<file path="src/rtl/cofre_controle.sv">
// Purpose: sequential front end of the safe; captures password/attempt, tracks open state, enforces lockout.
// Latency: button edge -> register/state update at the closing clock edge; match result sampled in the single AVALIA cycle.
// Backpressure: none; button events that the current state does not consume are dropped, never queued.
module cofre_controle #(
    parameter int MAX_TENTATIVAS  = 3,
    parameter int BLOQUEIO_CICLOS = 50000000
) (
    input  logic       clk,
    input  logic       reset,
    input  logic [3:0] entrada,
    input  logic       btn_gravar,
    input  logic       btn_confirmar,
    input  logic       acerto,
    output logic [3:0] senha,
    output logic [3:0] tentativa,
    output logic       valida,
    output logic       cofre_aberto,
    output logic       bloqueado,
    output logic [3:0] erros,
    output logic       programado
);

    localparam int TW = $clog2(BLOQUEIO_CICLOS + 1);

    localparam logic [2:0] S_PROGRAMAR = 3'd0;
    localparam logic [2:0] S_ESPERA    = 3'd1;
    localparam logic [2:0] S_AVALIA    = 3'd2;
    localparam logic [2:0] S_ABERTO    = 3'd3;
    localparam logic [2:0] S_BLOQUEADO = 3'd4;

    localparam logic [3:0]    MAX_V   = 4'(MAX_TENTATIVAS);
    localparam logic [TW-1:0] BLOQ_V  = TW'(BLOQUEIO_CICLOS);
    localparam logic [TW-1:0] TIMER_1 = TW'(1);

    logic [2:0]    estado_q,     estado_d;
    logic [3:0]    senha_q,      senha_d;
    logic [3:0]    tentativa_q,  tentativa_d;
    logic [3:0]    erros_q,      erros_d;
    logic          programado_q, programado_d;
    logic [TW-1:0] timer_q,      timer_d;
    logic          gravar_ant_q, gravar_ant_d;
    logic          confirmar_ant_q, confirmar_ant_d;

    logic          ev_gravar;
    logic          ev_confirmar;
    logic [3:0]    erros_inc;

    // Rising-edge detect against the previous-cycle button sample.
    always_comb begin
        gravar_ant_d    = btn_gravar;
        confirmar_ant_d = btn_confirmar;
        ev_gravar       = btn_gravar    & ~gravar_ant_q;
        ev_confirmar    = btn_confirmar & ~confirmar_ant_q;
        erros_inc       = erros_q + 4'd1;
    end

    // Next-state and datapath updates; unconsumed events simply fall through.
    always_comb begin
        estado_d     = estado_q;
        senha_d      = senha_q;
        tentativa_d  = tentativa_q;
        erros_d      = erros_q;
        programado_d = programado_q;
        timer_d      = timer_q;

        case (estado_q)
            S_PROGRAMAR: begin
                if (ev_gravar) begin
                    senha_d      = entrada;
                    programado_d = 1'b1;
                    estado_d     = S_ESPERA;
                end
            end
            S_ESPERA: begin
                if (ev_confirmar) begin
                    tentativa_d = entrada;
                    estado_d    = S_AVALIA;
                end
            end
            S_AVALIA: begin
                if (acerto) begin
                    erros_d  = 4'd0;
                    estado_d = S_ABERTO;
                end else if (erros_inc >= MAX_V) begin
                    erros_d  = erros_inc;
                    timer_d  = BLOQ_V;
                    estado_d = S_BLOQUEADO;
                end else begin
                    erros_d  = erros_inc;
                    estado_d = S_ESPERA;
                end
            end
            S_ABERTO: begin
                // A simultaneous press favours re-programming; the close request is dropped.
                if (ev_gravar) begin
                    senha_d = entrada;
                end else if (ev_confirmar) begin
                    estado_d = S_ESPERA;
                end
            end
            S_BLOQUEADO: begin
                // Timer at 1 (or a stray 0) ends the lockout so it lasts exactly BLOQUEIO_CICLOS cycles.
                if (timer_q <= TIMER_1) begin
                    erros_d  = 4'd0;
                    timer_d  = '0;
                    estado_d = S_ESPERA;
                end else begin
                    timer_d = timer_q - TIMER_1;
                end
            end
            default: begin
                estado_d = S_PROGRAMAR;
            end
        endcase
    end

    // State registers; edge registers reset high so a held button yields no event after reset.
    always_ff @(posedge clk) begin
        if (reset) begin
            estado_q        <= S_PROGRAMAR;
            senha_q         <= 4'd0;
            tentativa_q     <= 4'd0;
            erros_q         <= 4'd0;
            programado_q    <= 1'b0;
            timer_q         <= '0;
            gravar_ant_q    <= 1'b1;
            confirmar_ant_q <= 1'b1;
        end else begin
            estado_q        <= estado_d;
            senha_q         <= senha_d;
            tentativa_q     <= tentativa_d;
            erros_q         <= erros_d;
            programado_q    <= programado_d;
            timer_q         <= timer_d;
            gravar_ant_q    <= gravar_ant_d;
            confirmar_ant_q <= confirmar_ant_d;
        end
    end

    assign senha        = senha_q;
    assign tentativa    = tentativa_q;
    assign erros        = erros_q;
    assign programado   = programado_q;
    assign valida       = (estado_q == S_AVALIA);
    assign cofre_aberto = (estado_q == S_ABERTO);
    assign bloqueado    = (estado_q == S_BLOQUEADO);

endmodule

</file>
<file path="config.mk">
export PLATFORM = sky130hd
export DESIGN_NAME = cofre_controle
export DESIGN_NICKNAME = d
export VERILOG_FILES = /design/src/rtl/cofre_controle.sv
export SDC_FILE = /design/constraint.sdc
export NUM_CORES = 1
export LEC_CHECK = 0
export ABC_CLOCK_PERIOD_IN_PS = 3700
export BUFFER_PORTS_ARGS = -buffer_cell sky130_fd_sc_hd__buf_2
export CORE_MARGIN = 5
export CORE_UTILIZATION = 55
export CTS_CLUSTER_SIZE = 30
export DETAILED_ROUTE_END_ITERATION = 8
export GPL_ROUTABILITY_DRIVEN = 0
export PLACE_DENSITY = 0.86
export SLEW_MARGIN = 10
export SYNTH_ARGS = -nofsm -noshare
export SYNTH_HDL_FRONTEND = slang
export SYNTH_SLANG_ARGS = --single-unit
</file>
<file path="constraint.sdc">
create_clock -name clk -period 3.7 [get_ports clk]
set_input_delay 0.185 -clock clk [delete_from_list [all_inputs] [get_ports clk]]
set_output_delay 0.185 -clock clk [all_outputs]
set_load 0.02 [all_outputs]
</file>
# Yosys cells after proc, flatten, opt, wreduce, memory -nomap -nowiden
# Index checks and enable logic that the tools add are counted.
dict set report word_totals {
  output_inout_bits 16
  mem_count 0
  rom_bits 0
  input_bits 9
  mem_bits_rw 0
  latch_bits 0
  regBits 44
  word_cells 51
}
dict set report classes {
  n_div 0
  bitwise 4
  n_shift 0
  n_lt_le_gt_ge 2
  mux 15
  add_sub_neg 2
  reduce_logical 9
  eq_ne 11
  n_mul 0
}
# cell n
set op_table {}
lappend op_table {{$mux W26} 3}
lappend op_table {{$pmux W26 S2} 1}
lappend op_table {{$le A26 B1 Y1 const B} 1}
lappend op_table {{$sub A26 B1 Y26 const B} 1}
lappend op_table {{$mux W3} 7}
lappend op_table {{$pmux W3 S5} 1}
lappend op_table {{$mux W4} 2}
lappend op_table {{$ne A2 B2 Y1 const B} 4}
lappend op_table {{$pmux W4 S2} 1}
lappend op_table {{$reduce_and A2 Y1} 4}
lappend op_table {{$eq A3 B2 Y1 const B} 2}
lappend op_table {{$ne A2 B1 Y1 const B} 3}
lappend op_table {{$reduce_and A5 Y1} 1}
lappend op_table {{$add A4 B1 Y4 const B} 1}
lappend op_table {{$ge A4 B2 Y1 const B} 1}
lappend op_table {{$eq A3 B1 Y1 const B} 1}
lappend op_table {{$eq A3 B3 Y1 const B} 1}
lappend op_table {{$logic_not A3 Y1} 1}
lappend op_table {{$reduce_and A3 Y1} 1}
lappend op_table {{$and A1 B1 Y1} 2}
lappend op_table {{$not A1 Y1} 2}
lappend op_table {{$reduce_bool A2 Y1} 1}
lappend op_table {{$reduce_or A2 Y1} 1}

# Longest topological paths before layout
dict set report depth {
  word_depth 5
  depth_mapped 9
  depth_no_buf 7
}

# Worst setup path after synthesis
# Ideal clock, no wire load.
dict set report synth_timing {
  path_kind {register to register}
  start {register erros_q[0] (netlist: erros[0])}
  end {register timer_q[10]}
  t_required_ns 3.630
  t_arrival_ns 2.075
  synth_period_minus_slack_ns 2.145
  path_buffers 2
  setup_ns 0.070
  setup_slack_ns 1.555
  stages_incl_launch_ff 10
  path_cell_list {dfxtp_1 -> inv_1 -> ha_1 -> nor4_1 -> or2_1 -> or2_1 -> buf_2 -> o211ai_2 -> buf_6 -> a21oi_1}
}
dict set report synth_via {
  elab_chain_cells 4
}
# element line
set synth_lines {}
lappend synth_lines {{start: declaration} 38} ;# logic [3:0] erros_q, erros_d;
lappend synth_lines {{start signal: assignment} 132} ;# erros_q <= erros_d;
lappend synth_lines {{$add A4 B1 Y4} 54} ;# erros_inc = erros_q + 4'd1;
lappend synth_lines {{$ge A4 B2 Y1} 84} ;# end else if (erros_inc >= MAX_V) begin
lappend synth_lines {{$ne A2 B1 Y1 (no line)} n/a}
lappend synth_lines {{$reduce_and A3 Y1 (no line)} n/a}
lappend synth_lines {{end signal: assignment} 134} ;# timer_q <= timer_d;
lappend synth_lines {{end: declaration} 40} ;# logic [TW-1:0] timer_q, timer_d;
# No other way between the ends.
# A chain may end at the register's enable or synchronous reset.

# Worst setup path in the final report
dict set report layout_timing {
  start {register estado_q[2]}
  end {register timer_q[18]}
}
dict set report layout_via {
  elab_chain_cells 3
  elab_cells_between_ends 7
  cone_classes {4 x eq/ne; 1 x mux; 2 x reduce/logical}
}
# element line
set layout_lines {}
lappend layout_lines {{start: declaration} 35} ;# logic [2:0] estado_q, estado_d;
lappend layout_lines {{start signal: assignment} 129} ;# estado_q <= estado_d;
lappend layout_lines {{$eq A3 B2 Y1 / $eq A3 B3 Y1 (equally long branches)} 66} ;# case (estado_q)
lappend layout_lines {{$ne A2 B1 Y1 (no line), or another cell as far along} n/a}
lappend layout_lines {{$reduce_and A3 Y1 (no line)} n/a}
# Parallel ways exist; a longest one is shown, timed or not.

==> impl_metrics.tcl <==
set metrics [dict create \
    drt-total-wl_mm 5.20 \
    cts_tree "yes" \
    critical_path_arrival_ns 2.90 \
    pre_cts_ws_ns 1.09 \
    vias_per_cell 6.16 \
    cts-root-buf "clkbuf_8" \
    finalHoldViolations 0 \
    cts_resized 0 \
    ys_seq_elements 44 \
    maxCapViolCount 0 \
    clk_path_buf_depth 2 \
    core_area_um2 4090 \
    die_h_um 75.5 \
    avgSynthCellArea_um2 8.51 \
    grt_pass1_vias 1861 \
    post-cts-setup-buffers 0 \
    synth.distinct_cells 54 \
    crit_fanout 19 \
    syn2layout_area_growth_pct 9.87 \
    fin_worst_skew_ns 0.0153 \
    vias 2132 \
    end_kind "flop" \
    synth_compound_area_share_pct 20.0 \
    portBuffers 24 \
    die_x_um 75.5 \
    slowest_stage "or3b_1" \
    final_nets 308 \
    grt_overflow 0 \
    syn_area_um2 2360 \
    slew_violations 0 \
    muxShareOfSynthArea_pct 3.82 \
    critPathKind "flop to flop" \
    holdWs_ns 0.0748 \
    ys_warn_count 0 \
    grt_max_degree 31 \
    clk_pin_slew_worst_paths_ns 0.10 \
    drc 0 \
    hp-class "input pin to flop" \
    status "complete, no violations" \
    pin_count 25 \
    firstDrtPassIters 4 \
    fin_crit_sh_pct 72.2 \
    rows 23 \
    synth.net_count 290 \
    slowest_delay_ns 0.70 \
    synth_top_family_by_area "simple AND/OR/NAND/NOR gates" \
    start_util_pct 57.7 \
    clock.fmax_ghz 0.374 \
    initialDrtViolationCount 202 \
    dp_hpwl_mm 3.59 \
    yosys.area_share.simple_pct 28.8 \
    postRouteAntennaNets 0 \
    clkSinkCount 44 \
    worstPathRequired_ns 3.93 \
    syn_inst 277 \
    ys_seq_area_share_pct 37.3 \
    synthXorXnorAreaFrac_pct 3.34 \
    drive_gt1_share_pct 15.9 \
    grtUsageTotal_pct 19.6 \
    final-setup-viol-count 0 \
    antenna_found_initial 0 \
    p_leak_nw 1.03 \
    p_per_area_nw_per_um2 347 \
    worst_setup_path_start_kind "flop" \
    post-route-min-period_ns 2.67 \
    synth-adder-area-share_pct 2.12 \
    grt_pass1_wl_mm 8.76 \
    tightest_slew_ns 0.729 \
    ctsHtreeMaxLevel 2 \
    max_slew_margin_pct 51.0 \
    hold_buffers 0 \
    fin_tns_setup_ns 0 \
    synth-main-ff-cell "dfxtp_1" \
    crit_chain "or3b_1 -> inv_2 -> a2111o_1 -> nand3_4 -> or4_1 -> a21oi_1" \
    numCtsBuffers 5 \
    ys_async_sr_fraction_pct 0 \
    n_antenna_cell 0 \
    die-area_um2 5700 \
    rsz0062_at_grt "no" \
    post-route-util_pct 63.4 \
    vdd_drop_max_mv 0.260 \
    synth-edff-count 0 \
    wl_per_cell_um 15.0 \
    clock_latency_ns 0.31 \
    fin_ws_ns 1.03 \
]
==> state kept, by name, indices dropped and copies added, names as in the netlist <==
name,count
tentativa,4
estado_q,3
confirmar_ant_q,1
gravar_ant_q,1
erros,4
timer_q,26
programado,1
senha,4
==> per-layer routing <==
metal | wire, µm | vias up | share of wire (%) | global-route usage (%)
met4 | 69 | 0 | 1.3 | 6.60
met3 | 304 | 8 | 5.8 | 4.62
met2 | 2410 | 56 | 46 | 29.7
met5 | 0 | - | 0 | 0
met1 | 2420 | 999 | 47 | 27.3
li1 | - | 1069 | - | -
==> worst max-delay path: cells and delay by family (launching register included) <==
family	cells	cell delay [ns]
compound gates	2	0.52
buf+inv	1	0.20
flops	1	0.56
simple gates	3	1.30
==> kinds of logic after synthesis <==
logic type | Yosys count
AND/OR/NAND/NOR | 118
AO/OA/AOI/OAI | 70
flip-flops | 44
buffers and inverters | 23
XOR/XNOR | 9
multiplexers | 9
adder cells (fa/ha/maj) | 4
==> stage by stage <==
step                      instances  power (mW)  cell area [µm²]
after floorplan                 277       0.516             2360
after global placement          338       0.526             2470
after detailed placement        338       0.526             2470
after CTS                       346       0.906             2590
after global routing            346       0.937             2590
final                           346       0.898             2590
==> cells in the final DEF (no fill, tap or decap), types with 5 or more instances in the layout <==
cell | synthesis | routed
nand4_1 | 6 | 6
inv_1 | 8 | 8
a211oi_1 | 7 | 7
nor3_1 | 12 | 12
xor2_1 | 7 | 7
dfxtp_1 | 44 | 44
a21oi_1 | 23 | 23
o21ai_0 | 6 | 6
buf_2 | 2 | 24
nand2_1 | 12 | 12
o31ai_1 | 6 | 6
nor2_1 | 31 | 31
nand3_1 | 8 | 8
mux2i_1 | 9 | 9
or4_1 | 6 | 6
clkbuf_8 | 0 | 5
nor4_1 | 6 | 6
nand2b_1 | 6 | 6
==> path summary, 6_finish.rpt <==
kind / cells after the start / slack [ns] / from / endpoint
hold / removal: 2 / 0.07 / btn_gravar / gravar_ant_q$_SDFF_PP1_
setup / recovery: 6 / 1.03 / estado_q[2]$_SDFFE_PP0P_ / timer_q[18]$_SDFFE_PP0P_
setup reg to reg: 6 / 1.03 / estado_q[2]$_SDFFE_PP0P_ / timer_q[18]$_SDFFE_PP0P_
hold reg to reg: 2 / 0.46 / timer_q[25]$_SDFFE_PP0P_ / timer_q[25]$_SDFFE_PP0P_
==> report_power, final <==
group / total (mW) / internal [mW] / switching, mW
combinational: 0.0348 / 0.0128 / 0.0220
clock: 0.383 / 0.203 / 0.179
sequential: 0.480 / 0.477 / 0.00321
total: 0.898 / 0.693 / 0.205
==> Yosys cell counts (3+ instances only) <==
cell | number | share of area [%]
nand3_1 | 8 | 1.7
a41oi_1 | 3 | 1.1
or2_2 | 4 | 1.1
nand2_1 | 12 | 1.9
a211oi_1 | 7 | 2.2
and2_1 | 3 | 0.80
o211ai_1 | 3 | 0.95
a311oi_1 | 3 | 1.1
a21oi_1 | 23 | 4.9
nand4b_1 | 4 | 1.5
o21ai_0 | 6 | 1.3
dfxtp_1 | 44 | 37
a31oi_1 | 4 | 1.1
clkbuf_1 | 9 | 1.4
xor2_1 | 7 | 2.6
nor3_1 | 12 | 2.5
or4_1 | 6 | 1.9
nor2_1 | 31 | 4.9
nand4_1 | 6 | 1.6
mux2i_1 | 9 | 3.8
or3_1 | 4 | 1.1
inv_1 | 8 | 1.3
o31ai_1 | 6 | 1.9
nand2b_1 | 6 | 1.6
nor4_1 | 6 | 1.6
ha_1 | 4 | 2.1
==> cell type report <==
cell class | instances | area [µm²]
well taps | 50 | 62.6
flip-flops and latches | 44 | 881
clock inverters | 3 | 47.5
inverters | 9 | 33.8
clock buffers | 5 | 68.8
fillers | 353 | 1500
repair buffers | 25 | 128
multi-input cells | 210 | 1370
Note: power is estimated with default switching activity, not from simulation.
